==> config.mk <==
export PLATFORM = sky130hd
export DESIGN_NAME = muldiv_hilo
export DESIGN_NICKNAME = d
export VERILOG_FILES = /design/src/rtl/muldiv_hilo.sv
export SDC_FILE = /design/constraint.sdc
export NUM_CORES = 1
export LEC_CHECK = 0
export CORE_MARGIN = 2
export CORE_UTILIZATION = 40
export DETAILED_ROUTE_END_ITERATION = 8
export GPL_ROUTABILITY_DRIVEN = 0
export PLACE_DENSITY_LB_ADDON = 0.12
export SYNTH_ARGS = -nofsm -noshare
export SYNTH_HDL_FRONTEND = slang
export SYNTH_SLANG_ARGS = --single-unit
==> constraint.sdc <==
create_clock -name clock -period 3.6 [get_ports clock]
set_input_delay 0.9 -clock clock [delete_from_list [all_inputs] [get_ports clock]]
set_output_delay 0.9 -clock clock [all_outputs]
set_load 0.02 [all_outputs]
==> src/rtl/muldiv_hilo.sv <==
// muldiv_hilo: iterative multiply/divide unit with architectural HI/LO registers.
//
// Executes mult/multu/div/divu one radix-2 step per cycle (shift-add multiply,
// restoring divide). It holds the results in HI/LO for mfhi/mflo and accepts
// direct HI/LO writes (mthi/mtlo) while idle.
//
// Optional feature macro: MULDIV_SIGNED_EN
//   defined   : op[1]=1 selects signed two's-complement mult/div
//   undefined : op[1] ignored, every operation is unsigned
//
// Ports:
//   clock        rising-edge clock
//   reset        synchronous, active-high reset
//   start        request a new operation (sampled only when idle)
//   op[1:0]      00 multu, 01 divu, 10 mult, 11 div
//   a, b         rs / rt operands
//   hi_we, lo_we mthi / mtlo write enables (idle only, start has priority)
//   wdata        data for hi_we / lo_we
//   busy         operation in progress
//   done         one-cycle pulse after the result is committed
//   div_by_zero  last divide had b == 0 (sticky until next accepted start)
//   hi, lo       HI / LO registers
module muldiv_hilo #(
    parameter int WIDTH = 32
) (
    input  logic             clock,
    input  logic             reset,
    input  logic             start,
    input  logic [1:0]       op,
    input  logic [WIDTH-1:0] a,
    input  logic [WIDTH-1:0] b,
    input  logic             hi_we,
    input  logic             lo_we,
    input  logic [WIDTH-1:0] wdata,
    output logic             busy,
    output logic             done,
    output logic             div_by_zero,
    output logic [WIDTH-1:0] hi,
    output logic [WIDTH-1:0] lo
);

    localparam int CW = $clog2(WIDTH + 1);

    typedef enum logic [1:0] {IDLE, RUN, FINISH} state_t;

    state_t               state_reg, state_next;
    logic [CW-1:0]        cnt_reg;
    logic                 is_div_reg;
    logic                 dz_pend_reg;     // divide-by-zero operation in flight
    logic [WIDTH-1:0]     operand_reg;     // multiplicand or divisor magnitude
    logic [2*WIDTH-1:0]   acc_reg;         // mul: {partial, multiplier}; div: {rem, quo}
    logic                 done_reg;
    logic                 dbz_reg;
    logic [WIDTH-1:0]     hi_reg, lo_reg;

    logic                 accept;
    logic                 commit;
    logic                 b_zero_div;
    logic [WIDTH-1:0]     a_mag, b_mag;
    logic [WIDTH:0]       mul_sum;
    logic [WIDTH:0]       div_trial;
    logic [2*WIDTH-1:0]   acc_step;
    logic [WIDTH-1:0]     res_hi, res_lo;

    assign accept     = (state_reg == IDLE) && start;
    assign b_zero_div = op[0] && (b == '0);
    // A divide-by-zero spends one extra cycle in FINISH so that done lands
    // two edges after accept; normal operations commit on the first FINISH edge.
    assign commit     = (state_reg == FINISH) && !(dz_pend_reg && (cnt_reg == '0));

`ifdef MULDIV_SIGNED_EN
    logic neg_res_reg;   // product / quotient negative
    logic neg_rem_reg;   // remainder negative (dividend sign)
    logic a_neg, b_neg;
    assign a_neg = op[1] && a[WIDTH-1];
    assign b_neg = op[1] && b[WIDTH-1];
    assign a_mag = a_neg ? (~a + 1'b1) : a;
    assign b_mag = b_neg ? (~b + 1'b1) : b;
`else
    logic unused_op_sign;
    assign unused_op_sign = op[1];
    assign a_mag = a;
    assign b_mag = b;
`endif

    // One iteration step of whichever operation is running.
    always_comb begin
        mul_sum   = {1'b0, acc_reg[2*WIDTH-1:WIDTH]} +
                    (acc_reg[0] ? {1'b0, operand_reg} : {(WIDTH+1){1'b0}});
        // Shifted remainder (rem << 1 | next dividend bit) minus divisor; the
        // shifted value is always below 2*divisor, so bit WIDTH is the borrow.
        div_trial = acc_reg[2*WIDTH-1:WIDTH-1] - {1'b0, operand_reg};
        if (is_div_reg) begin
            if (div_trial[WIDTH])
                acc_step = {acc_reg[2*WIDTH-2:WIDTH-1], acc_reg[WIDTH-2:0], 1'b0};
            else
                acc_step = {div_trial[WIDTH-1:0], acc_reg[WIDTH-2:0], 1'b1};
        end else begin
            acc_step = {mul_sum, acc_reg[WIDTH-1:1]};
        end
    end

    // Final result with signs reapplied.
    always_comb begin
        res_hi = acc_reg[2*WIDTH-1:WIDTH];
        res_lo = acc_reg[WIDTH-1:0];
`ifdef MULDIV_SIGNED_EN
        if (is_div_reg) begin
            if (neg_res_reg) res_lo = ~acc_reg[WIDTH-1:0] + 1'b1;
            if (neg_rem_reg) res_hi = ~acc_reg[2*WIDTH-1:WIDTH] + 1'b1;
        end else if (neg_res_reg) begin
            {res_hi, res_lo} = ~acc_reg + 1'b1;
        end
`endif
    end

    always_comb begin
        state_next = state_reg;
        case (state_reg)
            IDLE:    if (start) state_next = b_zero_div ? FINISH : RUN;
            RUN:     if (cnt_reg == CW'(WIDTH - 1)) state_next = FINISH;
            FINISH:  if (commit) state_next = IDLE;
            default: state_next = IDLE;
        endcase
    end

    always_ff @(posedge clock) begin
        if (reset) begin
            state_reg   <= IDLE;
            cnt_reg     <= '0;
            is_div_reg  <= 1'b0;
            dz_pend_reg <= 1'b0;
            operand_reg <= '0;
            acc_reg     <= '0;
            done_reg    <= 1'b0;
            dbz_reg     <= 1'b0;
            hi_reg      <= '0;
            lo_reg      <= '0;
`ifdef MULDIV_SIGNED_EN
            neg_res_reg <= 1'b0;
            neg_rem_reg <= 1'b0;
`endif
        end else begin
            state_reg <= state_next;
            done_reg  <= commit;
            case (state_reg)
                IDLE: begin
                    if (start) begin
                        cnt_reg     <= '0;
                        is_div_reg  <= op[0];
                        dz_pend_reg <= b_zero_div;
                        dbz_reg     <= 1'b0;
                        if (op[0]) begin
                            operand_reg <= b_mag;
                            acc_reg     <= {{WIDTH{1'b0}}, a_mag};
                        end else begin
                            operand_reg <= a_mag;
                            acc_reg     <= {{WIDTH{1'b0}}, b_mag};
                        end
`ifdef MULDIV_SIGNED_EN
                        neg_res_reg <= a_neg ^ b_neg;
                        neg_rem_reg <= a_neg;
`endif
                    end else begin
                        if (hi_we) hi_reg <= wdata;
                        if (lo_we) lo_reg <= wdata;
                    end
                end
                RUN: begin
                    acc_reg <= acc_step;
                    cnt_reg <= cnt_reg + 1'b1;
                end
                FINISH: begin
                    if (!commit) begin
                        cnt_reg <= cnt_reg + 1'b1;
                    end else if (dz_pend_reg) begin
                        dbz_reg <= 1'b1;
                    end else begin
                        hi_reg <= res_hi;
                        lo_reg <= res_lo;
                    end
                end
                default: ;
            endcase
        end
    end

    assign busy        = (state_reg != IDLE);
    assign done        = done_reg;
    assign div_by_zero = dbz_reg;
    assign hi          = hi_reg;
    assign lo          = lo_reg;

endmodule

==> metrics.md, run 1 <==
| Metric | Value |
|---|---|
| CP startpoint kind | `flop` |
| DR pass1 iterations | `7` |
| Layout cells sized above 1 | `0.0687` |
| Via Count | `11.9k` |
| Clock latency on the worst-skew pair | `440 ps` |
| Core Box Area | `0.0296 sq mm` |
| Worst EP required | `3920 ps` |
| Post-synth EDFFs | `0` |
| Hold/Removal Path Class | `reg2reg` |
| Setup TNS | `0 ps` |
| First-pass GRT wire length | `62.4 mm` |
| RSZ-0062 raised after global routing | `false` |
| Clock-pin slew on the worst setup and hold paths | `70 ps` |
| Clock Sinks | `172` |
| Die width | `178 um` |
| Reported leakage power | `5.79 nW` |
| CTS-repair resized insts | `0` |
| Die Height | `178 um` |
| Syn_area_per_cell | `7.71 sq um` |
| Number of max-cap violations | `0` |
| Mapped Area | `0.0121 sq mm` |
| Worst slew pin tran | `776 ps` |
| Rows | `63` |
| All-Layer GR Usage | `0.255` |
| Post-DRT Antenna Nets | `0` |
| CTS tree | `done` |
| Worst VDD drop | `0.000507 V` |
| Synth async-reset ratio | `0` |
| Pwr Total | `9.97 mW` |
| Synth Warn # | `0` |
| Ports | `170` |
| Final worst path period share | `0.962` |
| Syn Nets | `1738` |
| Vias in the first global route | `11.2k` |
| CP Class | `reg2reg` |
| Postcts setup bufs | `0` |
| Post-route DRC | `0` |
| Final Skew | `10.8 ps` |
| Routed wire length | `40.7 mm` |
| Clock root buffer | `clkbuf_16` |
| Pin count of the biggest net entering global routing | `68` |
| Yosys reg bits | `172` |
| Crit end category | `flop` |
| Fin crit period | `3460 ps` |
| Antenna violations before repair | `3` |
| Final Max Tran Viols | `0` |
| Crit path DAT | `3780 ps` |
| Max Root-Sink Buffers | `2` |
| Wire per inst | `19.3 um` |
| Total congestion overflow | `0` |
| H-Tree Depth | `4` |
| Max FO, Critical Path | `10` |
| Max reg flops | `64` |
| Primary FF master, synth | `dfxtp_1` |
| Pwr Density | `668 mW/mm^2` |
| Via/cell ratio | `5.65` |
| CTS Hold Bufs | `0` |
| Drt first-iter violations | `807` |
| Die area | `0.0315 sq mm` |
| Relative slew margins | `0.483` |
| Area growth syn-to-layout | `23.8%` |
| Final Hold Fails | `0` |
| HPWL after DPL | `31.0 mm` |
| Status | `complete, no violations` |
| Initial Utilization | `0.407` |
| Fmax | `0.289 GHz` |
| Layout Nets | `1879` |
| Setup Viol. Count Final | `0` |
| TritonCTS buffer count | `17` |
| Distinct cells, synth | `69` |
| Seq/Total Area, Yosys | `0.286` |
| Syn Inst Count | `1563` |
| Port-buffer cells | `168` |
==> final timing paths <==
kind | from | depth (start not counted) | to | slack (ps)
min | div_by_zero | 2 | div_by_zero | 490
max reg2reg | acc_reg[31] | 15 | acc_reg[36] | 140
min reg2reg | div_by_zero | 2 | div_by_zero | 490
max | acc_reg[31] | 15 | acc_reg[36] | 140
==> final cells by class <==
cell class	instances	area, sq um
Antenna cell	3	7.51
Clock buffer	18	439
Clock inverter	14	145
Fill cell	2952	14700
Inverter	61	229
Multi-Input combinational cell	1223	8000
Sequential cell	172	3440
Tap cell	390	488
Timing Repair Buffer	229	2180
==> cells in the final DEF, fill, tap and decap left out, drive strengths merged, types with 3 or more instances in the layout <==
master and count:
a211oi 166, a21boi 5, a21o 21, a21oi 190
a221o 10, a22oi 10, a31oi 8, and2 36
buf 63, clkbuf 18, clkdlybuf4s50 166, clkinv 7
clkinvlp 4, dfxtp 172, diode 3, ha 70
inv 62, mux2i 73, nand2 91, nand2b 11
nand3 16, nand4 15, nor2 188, nor2b 78
nor3 15, nor4 8, nor4b 3, o2111ai 3
o211ai 10, o21a 4, o21ai 70, o21bai 8
o221ai 5, o31ai 6, or2 3, or3 5
xnor2 27, xor2 27
==> where the power goes <==
part           internal, mW  switching, mW
Combinational          2.06           3.04
Clock                  1.04          0.833
Sequential             2.51          0.491
==> worst max-delay path, stage by stage, from the launching register on <==
cell and delay, ps:
dfxtp_1 330, inv_1 50, ha_1 210, fa_2 370
nand2b_1 190, a21oi_1 170, buf_4 150, o21ai_1 120
a21oi_2 290, nor4_1 120, or4b_1 540, buf_4 190
buf_4 180, nand2_1 70, o21ai_1 60, a221o_1 320
==> cells in the mapped netlist (27+ instances only) <==
library cell  instances  share of area
ha_1                 70          0.073
a211oi_1            166           0.10
clkbuf_1             83          0.026
inv_1                60          0.019
xor2_1               27          0.020
nor2_1              188          0.059
nand2_1              91          0.028
and2_1               36          0.019
o21ai_0              57          0.024
dfxtp_1             172           0.29
a21oi_1             188          0.078
xnor2_1              27          0.020
nor2b_1              78          0.040
mux2i_1              73          0.061
==> routing by layer <==
metal | global-route usage | vias to the layer above | part of all wire | routed length, um
met4 | 0.0721 | 2 | 0.020 | 815
met2 | 0.387 | 309 | 0.43 | 17600
li1 | - | 5963 | - | -
met3 | 0.0388 | 41 | 0.051 | 2070
met1 | 0.373 | 5612 | 0.50 | 20200
met5 | 0 | - | 0.00032 | 13
==> per-stage QoR <==
stage	hold WS [ps]	utilization	worst slack [ps]	cells	cell area (sq um)
after floorplan	450	-	599	1563	12100
after global placement	479	0.483	160	2075	14300
after detailed placement	483	0.483	125	2075	14300
after CTS	497	0.503	95.1	2107	14900
after global routing	514	0.504	7.60	2108	14900
final	495	0.504	138	2110	14900
==> cell families (layout without fill, tap and decap cells) <==
kind of cell,count (synthesis),after routing,share of synthesized area
AOI/OAI and AO/OA,541,541,0.290
xor gates and xnor gates,54,54,0.0392
adders and majority gates,72,72,0.0760
buffers and inverters,168,322,0.0554
DFF,172,172,0.286
muxes,75,75,0.0625
other,0,3,0
and+or+nand+nor,481,481,0.192
Note: power is estimated with default switching activity, not from simulation.
==> inputs of run 2 (changes only) <==
Settings changed: CORE_UTILIZATION 40 to 50.
==> metrics.md, run 2 (synthesized netlist as in run 1, its figures left out) <==
| Metric | Value |
|---|---|
| Status | `complete, no violations` |
| Die Height | `159 um` |
| Clock latency on the worst-skew pair | `450 ps` |
| Layout Nets | `1860` |
| Worst Reg-to-Reg Cells | `13` |
| Relative slew margins | `0.488` |
| Wire per inst | `19.4 um` |
| Antenna violations before repair | `0` |
| Min-Delay Endpoint | `div_by_zero` |
| Vias in the first global route | `11.3k` |
| Via Count | `12.2k` |
| Post-Place Cells | `1985` |
| Die width | `159 um` |
| Initial Utilization | `0.512` |
| Reported leakage power | `5.70 nW` |
| Max Root-Sink Buffers | `2` |
| DR pass1 iterations | `5` |
| Ports | `170` |
| Clock-pin slew on the worst setup and hold paths | `80 ps` |
| Pwr Total | `9.91 mW` |
| H-Tree Depth | `4` |
| CTS Hold Bufs | `0` |
| Reg-to-Reg End | `acc_reg[33]` |
| Setup TNS | `0 ps` |
| Max reg flops | `64` |
| Pwr Density | `676 mW/mm^2` |
| Total congestion overflow | `0` |
| Hold/Removal Path Class | `reg2reg` |
| First-pass GRT wire length | `61.3 mm` |
| Worst r2r src | `acc_reg[31]` |
| Buf/Inv on CP | `2` |
| Rows | `56` |
| Worst-path cell chain | `inv_1 > ha_1 > fa_1 > nand2b_1 > a21oi_2 > o21ai_1 > a21oi_2 > nor4_1 > or4b_1 > buf_4 > nand2_1 > o21ai_1 > a221o_1` |
| Fin cells | `2017` |
| Drt first-iter violations | `859` |
| Final worst path period share | `0.948` |
| TritonCTS buffer count | `17` |
| Most common cell after layout, fill and taps aside | `nor2_1` |
| Most frequent cells in the layout | `nor2_1, a21oi_1, dfxtp_1` |
| Largest delay share family, worst path | `compound AO/OA/AOI/OAI gates` |
| Final Hold Fails | `0` |
| Hold Crit Start | `div_by_zero` |
| Port-buffer cells | `168` |
| Pin count of the biggest net entering global routing | `101` |
| Routed wire length | `39.2 mm` |
| Fillcell total | `2179` |
| Worst slew pin tran | `763 ps` |
| CP max stage delay | `560 ps` |
| RSZ-0062 raised after global routing | `false` |
| Post-route DRC | `0` |
| Crit end category | `flop` |
| All-Layer GR Usage | `0.301` |
| CP Class | `reg2reg` |
| Worst VDD drop | `0.000427 V` |
| CTS tree | `done` |
| Clock Sinks | `172` |
| Final Max Tran Viols | `0` |
| Area growth syn-to-layout | `21.7%` |
| Fmax | `0.293 GHz` |
| Number of max-cap violations | `0` |
| Worst EP required | `3930 ps` |
| Setup Viol. Count Final | `0` |
| CP max stage cell | `or4b_1` |
| Layout cells sized above 1 | `0.0571` |
| WHS | `490 ps` |
| Via/cell ratio | `6.04` |
| Crit path DAT | `3740 ps` |
| Final Skew | `17.5 ps` |
| Max FO, Critical Path | `27` |
| Ant. Diodes | `0` |
| Fin crit period | `3410 ps` |
| Post-DRT Antenna Nets | `0` |
| HPWL after DPL | `29.6 mm` |
| Core Box Area | `0.0235 sq mm` |
| CP startpoint kind | `flop` |
| Die area | `0.0254 sq mm` |
| Clock root buffer | `clkbuf_16` |
| Flop2flop setup slack | `190 ps` |
| Hold depth | `2` |
run 2: changes by cell type in the layout (fill, tap and decap cells not counted), moves of 2 or more:
cell        delta
clkinvlp_4     -3
diode_2        -3
clkinv_2       -4
inv_8          +6
clkinv_4       +2
bufinv_16      -2
buf_4         -18
run 2: cell type report:
cell class | instances | area, sq um | area share
Multi-Input combinational cell | 1223 | 8000 | 0.545
Inverter | 61 | 229 | 0.0156
Tap cell | 319 | 399 | 0.0272
Clock inverter | 14 | 144 | 0.00981
Clock buffer | 18 | 429 | 0.0292
Sequential cell | 172 | 3440 | 0.235
Timing Repair Buffer | 210 | 2030 | 0.138
run 2: repair_timing:
action                                  in CTS  in global routing
buffers inserted                             0                  0
endpoints found under the setup margin       0                 14
resized for setup                            0                  1
endpoints found under the hold margin        0                  0
run 2: worst max-delay path by stage:
stage | slack [ps] | cells past startpoint | to | startpoint
final | 190 | 13 | acc_reg[33] | acc_reg[31]
after detailed placement | 110 | 13 | acc_reg[33] | acc_reg[31]
after global routing | 10 | 13 | acc_reg[34] | acc_reg[31]
after floorplan | 600 | 14 | acc_reg[44] | acc_reg[31]
after CTS | 90 | 13 | acc_reg[33] | acc_reg[31]
after global placement | 160 | 13 | acc_reg[44] | acc_reg[31]
run 2: per-stage QoR:
step	setup slack, ps	utilization	instance area [sq um]
5_1_grt	14.9	0.623	14700
6_report	186	0.623	14700
3_5_place_dp	110	0.599	14100
4_1_cts	92.5	0.623	14700
3_3_place_gp	159	0.599	14100
2_1_floorplan	599	-	12100
run 2: worst reg2reg max path: cells and delay by family, from the launching register on:
family | cells | cell delay (ps)
AND/OR/NAND/NOR | 4 | 960
AO/OA/AOI/OAI | 5 | 1120
flip-flops | 1 | 330
buffers and inverters | 2 | 300
adder cells (fa/ha/maj) | 2 | 610
run 2: layer usage:
layer  global-route usage  vias up  part of all wire
met4                0.106        0             0.031
met5                    0        -                 0
met3               0.0552       62             0.075
met1                0.379     5677              0.42
met2                0.516      505              0.48
li1                     -     5943                 -
run 2: report_power, final:
group / internal [mW] / switching, mW / leakage (nW)
combinational: 2.05 / 3.03 / 4.00
clock: 0.927 / 0.918 / 0.280
sequential: 2.51 / 0.481 / 1.41
total: 5.49 / 4.43 / 5.70
